==> config.mk <==
export PLATFORM = sky130hd
export DESIGN_NAME = rv_fetch_queue
export DESIGN_NICKNAME = d
export VERILOG_FILES = /design/src/rtl/rv_fetch_queue_pkg.sv /design/src/rtl/rv_fetch_fifo.sv /design/src/rtl/rv_fetch_queue.sv
export SDC_FILE = /design/constraint.sdc
export NUM_CORES = 1
export LEC_CHECK = 0
export BUFFER_PORTS_ARGS = -buffer_cell sky130_fd_sc_hd__buf_4
export CORE_UTILIZATION = 46
export DETAILED_ROUTE_END_ITERATION = 12
export GPL_ROUTABILITY_DRIVEN = 0
export HOLD_SLACK_MARGIN = 0.08
export PLACE_DENSITY = 0.67
export SYNTH_ARGS = -nofsm -noshare
export SYNTH_HDL_FRONTEND = slang
export SYNTH_HIERARCHICAL = 1
export SYNTH_SLANG_ARGS = --single-unit
==> constraint.sdc <==
create_clock -name i_clk -period 7.6 [get_ports i_clk]
set_clock_uncertainty 0.1 [all_clocks]
set_input_delay 0.38 -clock i_clk [delete_from_list [all_inputs] [get_ports i_clk]]
set_output_delay 0.38 -clock i_clk [all_outputs]
set_load 0.01 [all_outputs]
==> src/rtl/rv_fetch_queue_pkg.sv <==
// Shared fetch types: decode-facing bus bundle and RVC helpers.
// Imported by the fetch queue and its word FIFO.
package rv_fetch_queue_pkg;

    localparam int FQ_DEPTH = 4;
    localparam int PTR_W = $clog2(FQ_DEPTH);

    typedef struct packed {
        logic [31:0] pc;
        logic [31:0] instruction;
        logic        ready;
    } fetch_bus_t;

    function automatic logic is_rvc(logic [1:0] op);
        return op != 2'b11;
    endfunction

endpackage

==> src/rtl/rv_fetch_fifo.sv <==
// Prefetch word storage with wrapping pointers and occupancy count.
// Head and the low half of head+1 are read combinationally.
module rv_fetch_fifo
    import rv_fetch_queue_pkg::*;
#(
    parameter int DEPTH = FQ_DEPTH
) (
    input  logic                     i_clk,
    input  logic                     i_reset,
    input  logic                     i_flush,
    input  logic                     i_push,
    input  logic                     i_pop,
    input  logic [31:0]              i_data,
    output logic [31:0]              o_head,
    output logic [15:0]              o_next_lo,
    output logic [$clog2(DEPTH):0]   o_count
);

    localparam int PW = $clog2(DEPTH);

    logic [31:0]   mem [DEPTH];
    logic [PW-1:0] wr_ptr;
    logic [PW-1:0] rd_ptr;
    logic [PW-1:0] rd_nxt;
    logic [PW:0]   count;

    always_ff @(posedge i_clk) begin
        if (i_push)
            mem[wr_ptr] <= i_data;
    end

    always_ff @(posedge i_clk) begin
        if (i_reset || i_flush) begin
            wr_ptr <= '0;
            rd_ptr <= '0;
            count  <= '0;
        end else begin
            if (i_push)
                wr_ptr <= wr_ptr + 1'b1;
            if (i_pop)
                rd_ptr <= rd_ptr + 1'b1;
            count <= count + {{PW{1'b0}}, i_push}
                           - {{PW{1'b0}}, i_pop};
        end
    end

    always_comb begin
        rd_nxt    = rd_ptr + 1'b1;
        o_head    = mem[rd_ptr];
        o_next_lo = mem[rd_nxt][15:0];
        o_count   = count;
    end

endmodule

==> src/rtl/rv_fetch_queue.sv <==
// Fetch unit: prefetches words ahead of decode and aligns
// 16/32-bit instructions out of the queued halfwords.
module rv_fetch_queue
    import rv_fetch_queue_pkg::*;
#(
    parameter logic [31:0] RESET_ADDR = 32'h0000_0000,
    parameter int          DEPTH      = FQ_DEPTH,
    parameter bit          EXT_C      = 1'b1
) (
    input  logic        i_clk,
    input  logic        i_reset,
    input  logic [31:0] i_pc_target,
    input  logic        i_pc_select,
    input  logic        i_decode_ready,
    input  logic [31:0] i_instruction,
    input  logic        i_ack,
    output logic [31:0] o_addr,
    output logic        o_cyc,
    output fetch_bus_t  o_bus
);

    localparam int PW = $clog2(DEPTH);
    localparam logic [PW+1:0] ONE = (PW+2)'(1);

    logic [31:0]   fetch_pc;
    logic [31:0]   head_pc;
    logic          h;
    logic [PW:0]   count;
    logic [31:0]   w0;
    logic [15:0]   w1_lo;
    logic [15:0]   hw;
    logic [PW+1:0] avail;
    logic          rvc;
    logic          ready;
    logic          push;
    logic          fire;
    logic          free;
    logic [31:0]   inst;

    rv_fetch_fifo #(.DEPTH(DEPTH)) u_fifo (
        .i_clk     (i_clk),
        .i_reset   (i_reset),
        .i_flush   (i_pc_select),
        .i_push    (push),
        .i_pop     (free),
        .i_data    (i_instruction),
        .o_head    (w0),
        .o_next_lo (w1_lo),
        .o_count   (count)
    );

    // count==DEPTH is exactly the MSB being set (DEPTH is a power of 2)
    always_comb begin
        hw    = h ? w0[31:16] : w0[15:0];
        rvc   = EXT_C && is_rvc(hw[1:0]);
        avail = {count, 1'b0} - {{(PW+1){1'b0}}, h};
        ready = !i_reset && !i_pc_select && (count != '0)
                && ((|avail[PW+1:1]) || (avail == ONE && rvc));
        o_cyc = !i_reset && !i_pc_select && !count[PW];
        push  = o_cyc && i_ack;
        fire  = ready && i_decode_ready;
        free  = fire && (!rvc || h);
        if (rvc)
            inst = {16'h0, hw};
        else if (h)
            inst = {w1_lo, w0[31:16]};
        else
            inst = w0;
        o_addr            = fetch_pc;
        o_bus.pc          = head_pc;
        o_bus.instruction = ready ? inst : 32'h0;
        o_bus.ready       = ready;
    end

    always_ff @(posedge i_clk) begin
        if (i_reset) begin
            fetch_pc <= RESET_ADDR;
            head_pc  <= RESET_ADDR;
            h        <= 1'b0;
        end else if (i_pc_select) begin
            fetch_pc <= {i_pc_target[31:2], 2'b00};
            head_pc  <= i_pc_target;
            h        <= EXT_C && i_pc_target[1];
        end else begin
            if (push)
                fetch_pc <= fetch_pc + 32'd4;
            if (fire) begin
                head_pc <= head_pc + (rvc ? 32'd2 : 32'd4);
                if (rvc)
                    h <= ~h;
            end
        end
    end

    always_ff @(posedge i_clk) begin
        if (!i_reset && i_pc_select && !EXT_C)
            assert (!i_pc_target[1]);
    end

endmodule

Yosys cells after proc, flatten, opt, wreduce, memory -nomap -nowiden
Memory sizes are Yosys's and may differ from the RTL's. A register that Yosys moved wholly into a read port is not among the register bits.
Index checks and enable logic that the tools add are counted.
Word-level totals
  register bits: 72
  bits in latches: 0
  RAM bits: 128
  memory bits (read-only): 0
  bits of input ports: 69
  output and inout bits: 98
  word-level logic and storage cells: 56
  memories kept: 1
Operators by class
  add/subtract/negate cells: 7
  multiply operators: 0
  divide/modulo/power cells: 0
  order comparisons: 0
  equality and inequality tests: 2
  shifts and indexed selects: 0
  mux-type cells: 16
  bitwise operators: 1
  reduce and logical (&&, ||, !) cells: 22
Memory list
  u_fifo.mem: words 4, width 32, rd ports 2, clocked after memory_dff 1, wr ports 1, line rv_fetch_fifo.sv:21  | logic [31:0] mem [DEPTH];
Operator list (count)
  32-bit two-way mux: 7
  32-bit by 3-bit adder with 32-bit output: 1
  32-bit by 3-bit adder with 32-bit output (second input constant): 1
  16-bit two-way mux: 1
  1-bit logical AND: 8
  2-bit nonzero test: 3
  1-bit two-way mux: 5
  2-bit by 1-bit adder with 2-bit output (second input constant): 2
  4-bit by 1-bit == test with 1-bit output (second input constant): 1
  1-bit zero test: 4
  2-bit two-way mux: 2
  4-bit by 1-bit subtractor with 4-bit output: 1
  3-bit by 1-bit adder with 3-bit output: 1
  1-bit logical OR: 3
  3-bit two-way mux: 1
  3-bit nonzero test: 1
  3-bit OR reduction: 1
  3-bit by 1-bit subtractor with 3-bit output: 1
  2-bit inequality test (second input constant): 1
  2-bit AND reduction: 1
  2-bit OR reduction: 1
  1-bit NOT: 1

Depth between registers and ports, before layout
Gate-level depths: netlist (run 1).
  depth after elaboration: 9
  mapped depth: 14
  gate-level depth less buffers: 12

Cells and area by module
The synthesis (run 1) kept the hierarchy.
Modules (own cells, without submodules)
  rv_fetch_fifo: times used 1, cells each 231, area each 5526.6 um^2, sequential area each 4023.9 um^2
  rv_fetch_queue: times used 1, cells each 521, area each 4202.8 um^2, sequential area each 1261.2 um^2

Worst setup path before layout (run 1)
OpenSTA, ideal clock, no wires.
  kind: reg2reg
  from: reg (tool-made name)
  to: reg head_pc[23]
  data arrival time: 3.582 ns
  slack: 3.794 ns
  cell stages (with the launch flop): 15
  buffers on the path: 3
  path through: dfxtp_1 buf_6 buf_12 mux4_2 a21oi_1 a21o_1 ha_1 inv_1 fa_1 and3b_1 buf_1 nand3_1 a2111oi_2 nor4bb_1 nor3_1
RTL lines
  to (signal assigned): line rv_fetch_queue.sv:82  | head_pc <= i_pc_target;
  to (signal assigned): line rv_fetch_queue.sv:88  | head_pc <= head_pc + (rvc ? 32'd2 : 32'd4);
  to (decl): line rv_fetch_queue.sv:26  | logic [31:0] head_pc;

==> results of run 1 <==
final cells by class:
class	instances	area [um^2]	area share (%)
Clock buffer	17	425	3.53
Tap cell	270	338	2.80
Inverter	38	143	1.18
Multi-Input combinational cell	471	4030	33.5
Clock inverter	15	181	1.51
Sequential cell	200	5290	43.9
Timing Repair Buffer	208	1640	13.6
worst min path at each step:
stage	slack, ps	depth (start not counted)	end
floorplan	380	0	u_fifo/mem[0][0]$_DFFE_PP_
global placement	380	2	head_pc[0]$_SDFFE_PP0P_
detailed placement	390	2	head_pc[0]$_SDFFE_PP0P_
CTS	100	3	o_addr[26]$_SDFFE_PP0P_
global route	120	3	o_addr[25]$_SDFFE_PP0P_
finish	110	3	o_addr[26]$_SDFFE_PP0P_
kinds of logic (layout without fill, tap and decap cells):
kind of cell               Yosys count  in the layout
adders and majority gates           13             13
buffers and inverters               82            278
muxes                               89             89
DFF                                200            200
AOI/OAI and AO/OA                  118            118
and+or+nand+nor                    224            224
xor gates and xnor gates            25             25
other                                1              2
sequential cells by signal, summed over array words and instances (netlist names), named ones only:
register	count
h	1
head_pc	32
o_addr	30
u_fifo/mem	128
u_fifo/o_count	3
u_fifo/rd_ptr	2
u_fifo/wr_ptr	2
repair_timing:
item                       CTS  global route
hold buffers                33             0
gates resized for setup      0             0
hold endpoints to repair   129             0
setup endpoints to repair    0             0
buffers inserted             0             0
metal layers:
| metal | part of all wire, % | vias to the layer above |
|---|---|---|
| li1 | - | 3280 |
| met1 | 44 | 3348 |
| met2 | 49 | 210 |
| met3 | 6.1 | 19 |
| met4 | 1.1 | 0 |
| met5 | 0 | - |
worst register-to-register path: stages (launching register included):
cell	delay, ps
dfxtp_2	320
buf_4	500
mux4_2	600
a21oi_1	300
a21o_1	230
ha_1	200
inv_1	60
fa_1	400
and3b_1	330
nand3_1	160
a2111oi_2	710
nor4bb_1	380
nor3_1	80
power by group:
| part | switching, uW | internal (uW) | total (uW) |
|---|---|---|---|
| logic | 102 | 104 | 206 |
| clock network | 469 | 452 | 921 |
| registers | 30.7 | 1180 | 1210 |
| total | 602 | 1740 | 2340 |
per-stage QoR:
stage / cell area, um^2 / hold slack (ps) / std cells / setup slack (ps) / utilization [%]
floorplan: 9730 / 379 / 753 / 3790 / -
global placement: 11100 / 380 / 1154 / 3180 / 54.2
detailed placement: 11100 / 392 / 1154 / 3060 / 54.2
CTS: 12100 / 95.8 / 1219 / 2740 / 58.8
global route: 12100 / 116 / 1219 / 2440 / 58.8
finish: 12100 / 111 / 1219 / 2880 / 58.8
placed cells by master (no fill, tap or decap), types with 7 or more instances in the layout:
| cell type | count |
|---|---|
| nand2_1 | 37 |
| nor2_1 | 54 |
| nor3_1 | 12 |
| clkbuf_16 | 17 |
| a21oi_1 | 30 |
| mux4_2 | 39 |
| nand4_1 | 22 |
| ha_1 | 11 |
| and3_1 | 17 |
| and2_1 | 10 |
| or3_1 | 10 |
| edfxtp_1 | 128 |
| xnor2_1 | 8 |
| and4_1 | 16 |
| buf_4 | 175 |
| a21boi_0 | 11 |
| mux2i_1 | 39 |
| o211ai_1 | 7 |
| mux4_1 | 9 |
| xor2_1 | 16 |
| inv_1 | 37 |
| nand3_1 | 21 |
| dlygate4sd3_1 | 33 |
| a31oi_1 | 9 |
| dfxtp_1 | 70 |
| a211oi_1 | 9 |
| o21bai_1 | 10 |
==> key figures, run 1 <==
Global routing
  – Met1 GRT Util: 28.5%
  – First-pass GRT wire length: 35700 um
  – Vias in the first global route: 6509
  – Antenna violations before repair: 0
  – Most heavily used metal layer in global routing: met2
  – Total global routing overflow: 0
  – Met2 Resource Use GR: 36.6%
  – Largest net degree at the start of global routing: 70
  – Met3 routing resource usage after global routing: 3.89%
  – Tot GR Track Use: 21.5%

Synth
  – Dominant combinational cell family by area after synthesis: multiplexers
  – Area fraction in and, or, nand and nor cells after synthesis: 12.6%
  – Most used standard cells in the synthesized netlist: edfxtp_1, dfxtp_1, nor2_1
  – #FFs+latches synth: 200
  – Primary FF master, synth: edfxtp_1
  – Most common cell in the synthesized netlist: edfxtp_1
  – Number of distinct library cell variants in the gate-level netlist after synthesis: 66
  – Ys async rst share: 0%
  – Post-synth EDFFs: 128
  – Yosys Warn Count: 6
  – Summed instance area of the synthesized netlist: 0.00973 mm^2
  – Adder-cell share of the synthesized area: 1.83%
  – Complex-gate fraction of the synthesized area: 8.82%
  – Sequential area share after synthesis: 54.3%
  – Area fraction of the dominant cell type after synthesis: 39.5%
  – Synthesized netlist cell count: 752
  – Multiplexer area fraction after synthesis: 15.7%
  – Cell accounting for the most synthesized area: edfxtp_1
  – Ranking of synthesized cells by area: edfxtp_1, dfxtp_1, mux4_2
  – Xor and xnor fraction of the mapped netlist area: 2.40%
  – Mean instance size in the synthesized netlist: 12.9 um^2

Worst setup path
  – Most common cell on crit path: buf_4
  – Critical Path, Cell by Cell: buf_4, mux4_2, a21oi_1, a221oi_2, a21o_1, inv_1, nand2_1, nor2_1, buf_4
  – Crit path max-delay family: compound AO/OA/AOI/OAI gates
  – Worst setup endpoint: o_bus[31]
  – Worst setup SP type: register
  – Arrival time reported for the critical path endpoint: 4240 ps
  – Minimum setup slack among reg-to-reg paths: 3110 ps
  – Crit Path Category: reg2out
  – CP Depth: 9
  – Max incr delay on CP: 720 ps
  – Critical path's slowest cell: a221oi_2
  – Buffer and inverter count on the worst path: 3
  – Req. time, crit path: 7120 ps
  – Largest fanout of any net on the critical path: 32
  – Register-to-Register Path Depth: 12
  – Endpoint of the most critical register-to-register path: head_pc[23]$_SDFFE_PP0P_
  – Sort of element at the end of the critical path: output port

Min path
  – Beginning of the worst hold path: i_pc_target[26]
  – Class of the tightest hold or removal check: in2reg

Floorplan
  – Core outline area: 0.0205 mm^2
  – Row Count: 52
  – Ports placed on the boundary: 167
  – Effective utilization at floorplan: 47.5%
  – Die ar.: 0.0217 mm^2
  – DIE WIDTH: 147 um
  – Die extent in y: 147 um

STA
  – Period utilization: 62.1%
  – Setup repair after global routing missed its margin: no
  – Transition time of the tightest slew-check pin: 1110 ps
  – Worst slew margin relative to its limit: 25.8%
  – Fin. max-slew vios: 0
  – Setup TNS: 0 ps
  – Final number of setup-violating endpoints: 0
  – Achievable Freq: 0.212 GHz
  – Final-report hold violation count: 0
  – Min cycle time layout: 4720 ps

Power
  – Ratio of total power to cell area: 194 mW/mm^2
  – Overall power consumption: 2340 uW
  – Lkg Pwr: 0.00446 uW
  – Maximum vdd drop: 0.177 mV

Place
  – HPWL reported at the end of detailed placement: 15200 um
  – Count of buffers inserted at the top-level ports: 164

Final layout
  – Area added between synthesis and finish: 23.9%
  – Fraction of layout instances using a drive strength above 1: 27.6%
  – Layout filler cell count: 1669
  – Net count, final: 1018
  – Number of diodes: 0

Detailed routing
  – Total vias in the final route: 6857
  – Routed wire length: 23100 um
  – Antenna-violating nets left: 0
  – First-iteration detailed-routing DRC count: 429
  – Vias per inst: 5.63
  – Remaining design rule violation count: 0
  – Number of iterations in the first detailed-routing pass: 4
  – Post-detailed-route wirelength per cell: 19.0 um

Clock tree
  – CTS root buf: clkbuf_16
  – Max H-tree Level: 4
  – Total CTS buffers: 17
  – Worst-Skew Late Latency: 440 ps
  – Clock buffer depth: 2
  – Clk sink count: 200
  – Clock edge transition at the registers on the reported setup and hold paths: 80 ps
  – Clock tree from TritonCTS: built

Outcome
  – Status: completed

Flow run
  – Max cap viols: 0
No activity file was read; power rests on OpenSTA's default activity.
==> inputs of run 2 (changes only) <==
- ABC_AREA: not set -> 1
- PLACE_DENSITY: 0.67 -> 0.69
- clock period: 7.6 -> 4.25 ns (I/O delays scaled with it)
==> key figures, run 2 <==
STA
  – Final hold slack: 113 ps (was 111 ps)
  – Fin. max-slew vios: 0 (unchanged)
  – Worst slew margin relative to its limit: 20.7% (was 25.8%)
  – Setup repair after global routing missed its margin: no (unchanged)
  – Min cycle time layout: 3460 ps
  – Final number of setup-violating endpoints: 0 (unchanged)
  – Achievable Freq: 0.289 GHz
  – Final-report hold violation count: 0 (unchanged)
  – Transition time of the tightest slew-check pin: 1190 ps (was 1110 ps)
  – Period utilization: 81.4%
  – Setup TNS: 0 ps (unchanged)

Floorplan
  – Die ar.: 0.0243 mm^2 (was 0.0217 mm^2)
  – Die extent in y: 156 um (was 147 um)
  – Ports placed on the boundary: 167 (unchanged)
  – DIE WIDTH: 156 um (was 147 um)
  – Row Count: 55 (was 52)
  – Effective utilization at floorplan: 47.4% (was 47.5%)
  – Core outline area: 0.0229 mm^2 (was 0.0205 mm^2)

Synth
  – Number of distinct library cell variants in the gate-level netlist after synthesis: 43 (was 66)
  – Cell accounting for the most synthesized area: edfxtp_1 (unchanged)
  – Sequential area share after synthesis: 48.6% (was 54.3%)
  – Most used standard cells in the synthesized netlist: nand2_1, nor2_1, edfxtp_1 (was edfxtp_1, dfxtp_1, nor2_1)
  – Yosys Warn Count: 6 (unchanged)
  – Area fraction of the dominant cell type after synthesis: 35.4% (was 39.5%)
  – #FFs+latches synth: 200 (unchanged)
  – Synthesized netlist cell count: 1388 (was 752)
  – Mean instance size in the synthesized netlist: 7.83 um^2 (was 12.9 um^2)
  – Ranking of synthesized cells by area: edfxtp_1, nand2_1, dfxtp_1 (was edfxtp_1, dfxtp_1, mux4_2)
  – Summed instance area of the synthesized netlist: 0.0109 mm^2 (was 0.00973 mm^2)
  – Ys async rst share: 0% (unchanged)
  – Primary FF master, synth: edfxtp_1 (unchanged)
  – Most common cell in the synthesized netlist: nand2_1 (was edfxtp_1)
  – Post-synth EDFFs: 128 (unchanged)

Global routing
  – Vias in the first global route: 9386 (was 6509)
  – Tot GR Track Use: 27.3% (was 21.5%)
  – Largest net degree at the start of global routing: 57 (was 70)
  – First-pass GRT wire length: 50800 um (was 35700 um)
  – Total global routing overflow: 0 (unchanged)
  – Antenna violations before repair: 0 (unchanged)

Detailed routing
  – Number of iterations in the first detailed-routing pass: 6 (was 4)
  – Metal-1 WL: 14400 um (was 10200 um)
  – Post-detailed-route wirelength per cell: 17.1 um (was 19.0 um)
  – Antenna-violating nets left: 0 (unchanged)
  – Remaining design rule violation count: 0 (unchanged)
  – Vias per inst: 5.36 (was 5.63)
  – Highest routing layer actually used: met4 (unchanged)
  – Total vias in the final route: 10200 (was 6857)
  – Met2 WL: 14600 um (was 11300 um)
  – First-iteration detailed-routing DRC count: 1105 (was 429)
  – Routed wire length: 32600 um (was 23100 um)
  – Met3 wire length: 2970 um (was 1410 um)

Clock tree
  – Clock edge transition at the registers on the reported setup and hold paths: 80 ps (about the same)
  – Buffers inserted during post-CTS setup optimization: 0 (unchanged)
  – Worst-Skew Late Latency: 450 ps (was 440 ps)
  – Max H-tree Level: 4 (unchanged)
  – Clock buffer depth: 2 (unchanged)
  – Clock tree from TritonCTS: built (unchanged)
  – Total CTS buffers: 17 (unchanged)
  – Clk sink count: 200 (unchanged)
  – CTS root buf: clkbuf_16 (unchanged)

Worst setup path
  – Buffer and inverter count on the worst path: 3 (unchanged)
  – Endpoint of the most critical register-to-register path: u_fifo/o_count[2]$_SDFF_PP0_ (was head_pc[23]$_SDFFE_PP0P_)
  – Critical path's slowest cell: nand2_2 (was a221oi_2)
  – Max incr delay on CP: 350 ps (was 720 ps)
  – Critical Path, Cell by Cell: inv_4, o21ai_0, o21ai_1, nand2_1, nand2_1, nand2_4, nand2_2, nand3_4, nand2_2, inv_2, nand2_2, a21oi_1, buf_4 (was buf_4, mux4_2, a21oi_1, a221oi_2, a21o_1, inv_1, nand2_1, nor2_1, buf_4)
  – Worst setup endpoint: o_bus[22] (was o_bus[31])
  – Largest fanout of any net on the critical path: 46 (was 32)
  – Most common cell on crit path: nand2_2 (was buf_4)
  – Arrival time reported for the critical path endpoint: 3150 ps (was 4240 ps)
  – Sort of element at the end of the critical path: output port (unchanged)
  – Req. time, crit path: 3940 ps (was 7120 ps)
  – Worst setup SP type: register (unchanged)
  – Register-to-Register Path Depth: 17 (was 12)
  – Minimum setup slack among reg-to-reg paths: 930 ps (was 3110 ps)
  – CP Depth: 13 (was 9)
  – Crit path max-delay family: simple AND/OR/NAND/NOR gates (was compound AO/OA/AOI/OAI gates)
  – Crit Path Category: reg2out (unchanged)

Min path
  – Class of the tightest hold or removal check: in2reg (unchanged)
  – Hold-critical path depth: 5 (was 3)

Final layout
  – Util after Layout: 58.6% (was 58.8%)
  – Register with the most flip-flops: u_fifo/mem (unchanged)
  – Fraction of layout instances using a drive strength above 1: 16.7% (was 27.6%)
  – Number of diodes: 0 (unchanged)
  – Area added between synthesis and finish: 23.4% (was 23.9%)
  – Net count, final: 1662 (was 1018)
  – Commonest non-fill, non-tap cell in the layout: nand2_1 (was buf_4)
  – Commonest cells after routing, fill and taps aside: nand2_1, nor2_1, buf_4 (was buf_4, edfxtp_1, dfxtp_1)
  – Layout filler cell count: 2091 (was 1669)
  – Flip-flop count of the largest register after layout: 128 (unchanged)

Power
  – Overall power consumption: 4330 uW (was 2340 uW)
  – Maximum vdd drop: 0.283 mV (was 0.177 mV)
  – Lkg Pwr: 0.00536 uW (was 0.00446 uW)
  – Ratio of total power to cell area: 322 mW/mm^2 (was 194 mW/mm^2)

Place
  – Count of buffers inserted at the top-level ports: 164 (unchanged)
  – HPWL reported at the end of detailed placement: 22300 um (was 15200 um)

Flow run
  – Max cap viols: 0 (unchanged)

Outcome
  – Status: completed (unchanged)
[run 2: changes by cell type after synthesis, sizes merged, moves of 14 or more]
cell    before  now
a21oi       30   67
and3        17    0
and4        16    0
buf         25   42
inv         37  106
mux2i       39    0
mux4        48    0
nand2       37  411
nand3       21   64
nand4       22    8
nor2        54  221
o211ai       7   21
o21ai        7  161
[run 2: cells by family (layout without fill, tap and decap cells)]
group | count (synthesis) | count (layout) | share of synthesized area (%)
buffers and inverters | 170 | 374 | 7.36
other | 1 | 2 | 0.0345
AOI/OAI and AO/OA | 264 | 264 | 13.0
DFF | 200 | 200 | 48.6
adders and majority gates | 13 | 13 | 1.63
xor gates and xnor gates | 15 | 15 | 1.21
and+or+nand+nor | 725 | 725 | 28.1
[run 2: power breakdown]
part	internal [uW]	switching [uW]	leakage, uW
clock network	857	835	0.000305
registers	2110	72.7	0.00175
logic	197	251	0.00330
[run 2: worst min path at each step]
stage	startpoint	endpoint	slack [ps]
floorplan	i_instruction[0]	u_fifo/mem[0][0]$_DFFE_PP_	210
global placement	i_instruction[21]	u_fifo/mem[0][21]$_DFFE_PP_	310
detailed placement	i_instruction[12]	u_fifo/mem[2][12]$_DFFE_PP_	320
CTS	i_pc_target[9]	o_addr[9]$_SDFFE_PP0P_	90
global route	i_pc_target[9]	o_addr[9]$_SDFFE_PP0P_	110
finish	i_decode_ready	h$_SDFFE_PP0P_	110
[run 2: stage by stage]
step	cell area (um^2)	cells	setup WS [ps]
after detailed placement	12200	1815	968
after global placement	12200	1815	1060
after floorplan	10900	1389	1410
after global routing	13400	1906	458
final	13400	1906	790
after CTS	13400	1906	802
[run 2: layout make-up]
class	instances	area [um^2]	share of cell area [%]
inverter	108	415	3.09
sequential	200	5290	39.4
clock inverter	15	195	1.45
clock buffer	17	425	3.17
tap	313	392	2.92
timing repair buffer	234	1920	14.3
multi-input combinational	1019	4790	35.7
[run 2: metal layers]
layer  track usage (%)  vias up
li1                  -     4968
met1              38.8     4708
met2              42.4      485
met3              4.86       48
met4              8.31        0
met5                 0        -
[run 2: what timing repair did]
action,CTS,global route
hold buffers,59,0
endpoints found under the hold margin,170,0
gates resized for setup,0,0
endpoints found under the setup margin,0,0
[run 2: worst min-delay path, cell delays in order]
cell and delay, ps:
buf_4 140, nand4_1 80, nand2_1 50, nand3_1 70, nand2_1 50
==> inputs of run 3 (changes only) <==
- clock period: 4.25 -> 3.1 ns (I/O delays scaled with it)
==> key figures, run 3 (synthesized netlist as in run 2, its figures left out) <==
Global routing
  – Tot GR Track Use: 27.8% (was 27.3%)
  – Antenna violations before repair: 2 (was 0)
  – Vias in the first global route: 9519 (was 9386)
  – Total global routing overflow: 0 (unchanged)
  – Largest net degree at the start of global routing: 63 (was 57)
  – First-pass GRT wire length: 51600 um (was 50800 um)

Power
  – Ratio of total power to cell area: 433 mW/mm^2 (was 322 mW/mm^2)
  – Maximum vdd drop: 0.315 mV (was 0.283 mV)
  – Lkg Pwr: 0.00543 uW (was 0.00536 uW)

Floorplan
  – Core outline area: 0.0229 mm^2 (unchanged)
  – Die ar.: 0.0243 mm^2 (unchanged)
  – Row Count: 55 (unchanged)
  – Die extent in y: 156 um (unchanged)
  – Ports placed on the boundary: 167 (unchanged)
  – Effective utilization at floorplan: 47.4% (unchanged)
  – DIE WIDTH: 156 um (unchanged)

STA
  – Min cycle time layout: 2910 ps
  – Fin. max-slew vios: 0 (unchanged)
  – Transition time of the tightest slew-check pin: 741 ps (was 1190 ps)
  – Final-report hold violation count: 0 (unchanged)
  – Worst slew margin relative to its limit: 50.6% (was 20.7%)
  – Achievable Freq: 0.344 GHz
  – Final number of setup-violating endpoints: 0 (unchanged)
  – Period utilization: 93.9%
  – Setup TNS: 0 ps (unchanged)

Final layout
  – Register with the most flip-flops: u_fifo/mem (unchanged)
  – Net count, final: 1680 (was 1662)
  – Commonest non-fill, non-tap cell in the layout: nand2_1 (unchanged)
  – Layout Cells excl Fill: 1925 (was 1906)
  – Combined flip-flop and latch cell area: 0.00529 mm^2 (about the same)
  – Area taken by multi-input logic gates: 0.00480 mm^2 (was 0.00479 mm^2)
  – Fraction of layout instances using a drive strength above 1: 17.4% (was 16.7%)
  – Area added between synthesis and finish: 24.9% (was 23.4%)
  – Flip-flop count of the largest register after layout: 128 (unchanged)
  – Commonest cells after routing, fill and taps aside: nand2_1, nor2_1, buf_4 (unchanged)
  – Cell area after layout: 0.0136 mm^2 (was 0.0134 mm^2)
  – Layout filler cell count: 2052 (was 2091)

Detailed routing
  – First-iteration detailed-routing DRC count: 999 (was 1105)
  – Post-detailed-route wirelength per cell: 17.1 um (about the same)
  – Remaining design rule violation count: 0 (unchanged)
  – Number of iterations in the first detailed-routing pass: 5 (was 6)
  – Routed wire length: 33000 um (was 32600 um)
  – Total vias in the final route: 10400 (was 10200)
  – Antenna-violating nets left: 0 (unchanged)
  – Vias per inst: 5.41 (was 5.36)

Min path
  – Beginning of the worst hold path: i_pc_target[16] (was i_decode_ready)
  – Worst min-delay path endpoint: head_pc[16]$_SDFFE_PP0P_ (was h$_SDFFE_PP0P_)
  – Hold-critical path depth: 5 (unchanged)
  – Class of the tightest hold or removal check: in2reg (unchanged)

Place
  – Placed Cells incl. Taps: 1827 (was 1815)
  – Count of buffers inserted at the top-level ports: 164 (unchanged)
  – HPWL reported at the end of detailed placement: 22500 um (was 22300 um)
  – Cell area after placement: 0.0123 mm^2 (was 0.0122 mm^2)

Outcome
  – Status: completed (unchanged)

Clock tree
  – Worst-Skew Late Latency: 440 ps (was 450 ps)
  – Total CTS buffers: 17 (unchanged)
  – Clock tree from TritonCTS: built (unchanged)
  – CTS root buf: clkbuf_16 (unchanged)
  – Clk sink count: 200 (unchanged)
  – Clock buffer depth: 2 (unchanged)
  – Clock edge transition at the registers on the reported setup and hold paths: 80 ps (about the same)
  – Max H-tree Level: 4 (unchanged)

Flow run
  – Max cap viols: 0 (unchanged)

Worst setup path
  – Crit Path Category: in2reg (was reg2out)
  – Req. time, crit path: 3330 ps (was 3940 ps)
  – Register-to-Register Path Depth: 17 (unchanged)
  – Sort of element at the end of the critical path: register (was output port)
  – Endpoint of the most critical register-to-register path: head_pc[29]$_SDFFE_PP0P_ (was u_fifo/o_count[2]$_SDFF_PP0_)
  – Minimum setup slack among reg-to-reg paths: 210 ps (was 930 ps)
  – Arrival time reported for the critical path endpoint: 3140 ps (was 3150 ps)
  – Worst setup SP type: input port (was register)
  – Largest fanout of any net on the critical path: 23 (was 46)
==> run 3: cell types whose count changed in the layout (fill, tap and decap cells not counted), sizes merged <==
cell,previous run,this run
buf,175,187
dlygate4sd3,59,65
clkinvlp,0,2
bufinv,1,0
diode,0,1
inv,113,112
==> run 3: critical path: stages <==
cell and delay [ps]:
dlygate4sd3_1 530, buf_4 230, nor2_2 150, inv_2 80, nor2_2 170, nand2_1 70, buf_4 200, nand2_1 400
buf_4 280, inv_1 100, nand2_1 80, a31oi_1 80, dlygate4sd3_1 570
==> run 3: what timing repair did <==
action | in CTS | in global routing
resized for setup | 0 | 4
setup endpoints to repair | 0 | 6
buffers inserted | 0 | 0
endpoints found under the hold margin | 183 | 0
hold buffers | 65 | 0
==> run 3: worst max path at each step <==
stage                     slack (ps)  cells past startpoint     start                      endpoint
after floorplan                  260                     19  register  u_fifo/o_count[1]$_SDFF_PP0_
after global placement           260                     20  register      head_pc[19]$_SDFFE_PP0P_
after detailed placement         240                     20  register      head_pc[19]$_SDFFE_PP0P_
after CTS                        170                     14  register                     o_bus[20]
after global routing              -3                     19  register      head_pc[15]$_SDFFE_PP0P_
final                            190                     13   i_reset        o_addr[6]$_SDFFE_PP0P_
==> run 3: power breakdown <==
group,switching (uW),internal [uW]
Combinational,347,282
Clock,1150,1100
Sequential,100,2900
==> run 3: area by class of cell <==
cell class | count | area share, %
clock buffer | 17 | 3.13
tap | 313 | 2.88
inverter | 108 | 3.06
antenna | 1 | 0.0184
multi-input combinational | 1019 | 35.3
clock inverter | 15 | 1.38
timing repair buffer | 252 | 15.3
sequential | 200 | 39.0
==> run 3: layer usage <==
metal	wire, um	global-route usage, %	part of all wire, %
met5	13	0	0.039
met4	765	9.38	2.3
met3	2910	4.61	8.8
met2	15000	43.0	46
met1	14300	39.6	43
==> run 3: per-stage QoR <==
step	util [%]	power, uW	setup slack (ps)	hold WS, ps
6_report	59.3	5880	190	112
5_1_grt	59.2	6080	-3.12	118
4_1_cts	59.2	5890	167	83.6
3_5_place_dp	53.7	3610	240	260
3_3_place_gp	53.7	3600	258	255
2_1_floorplan	-	3320	262	154
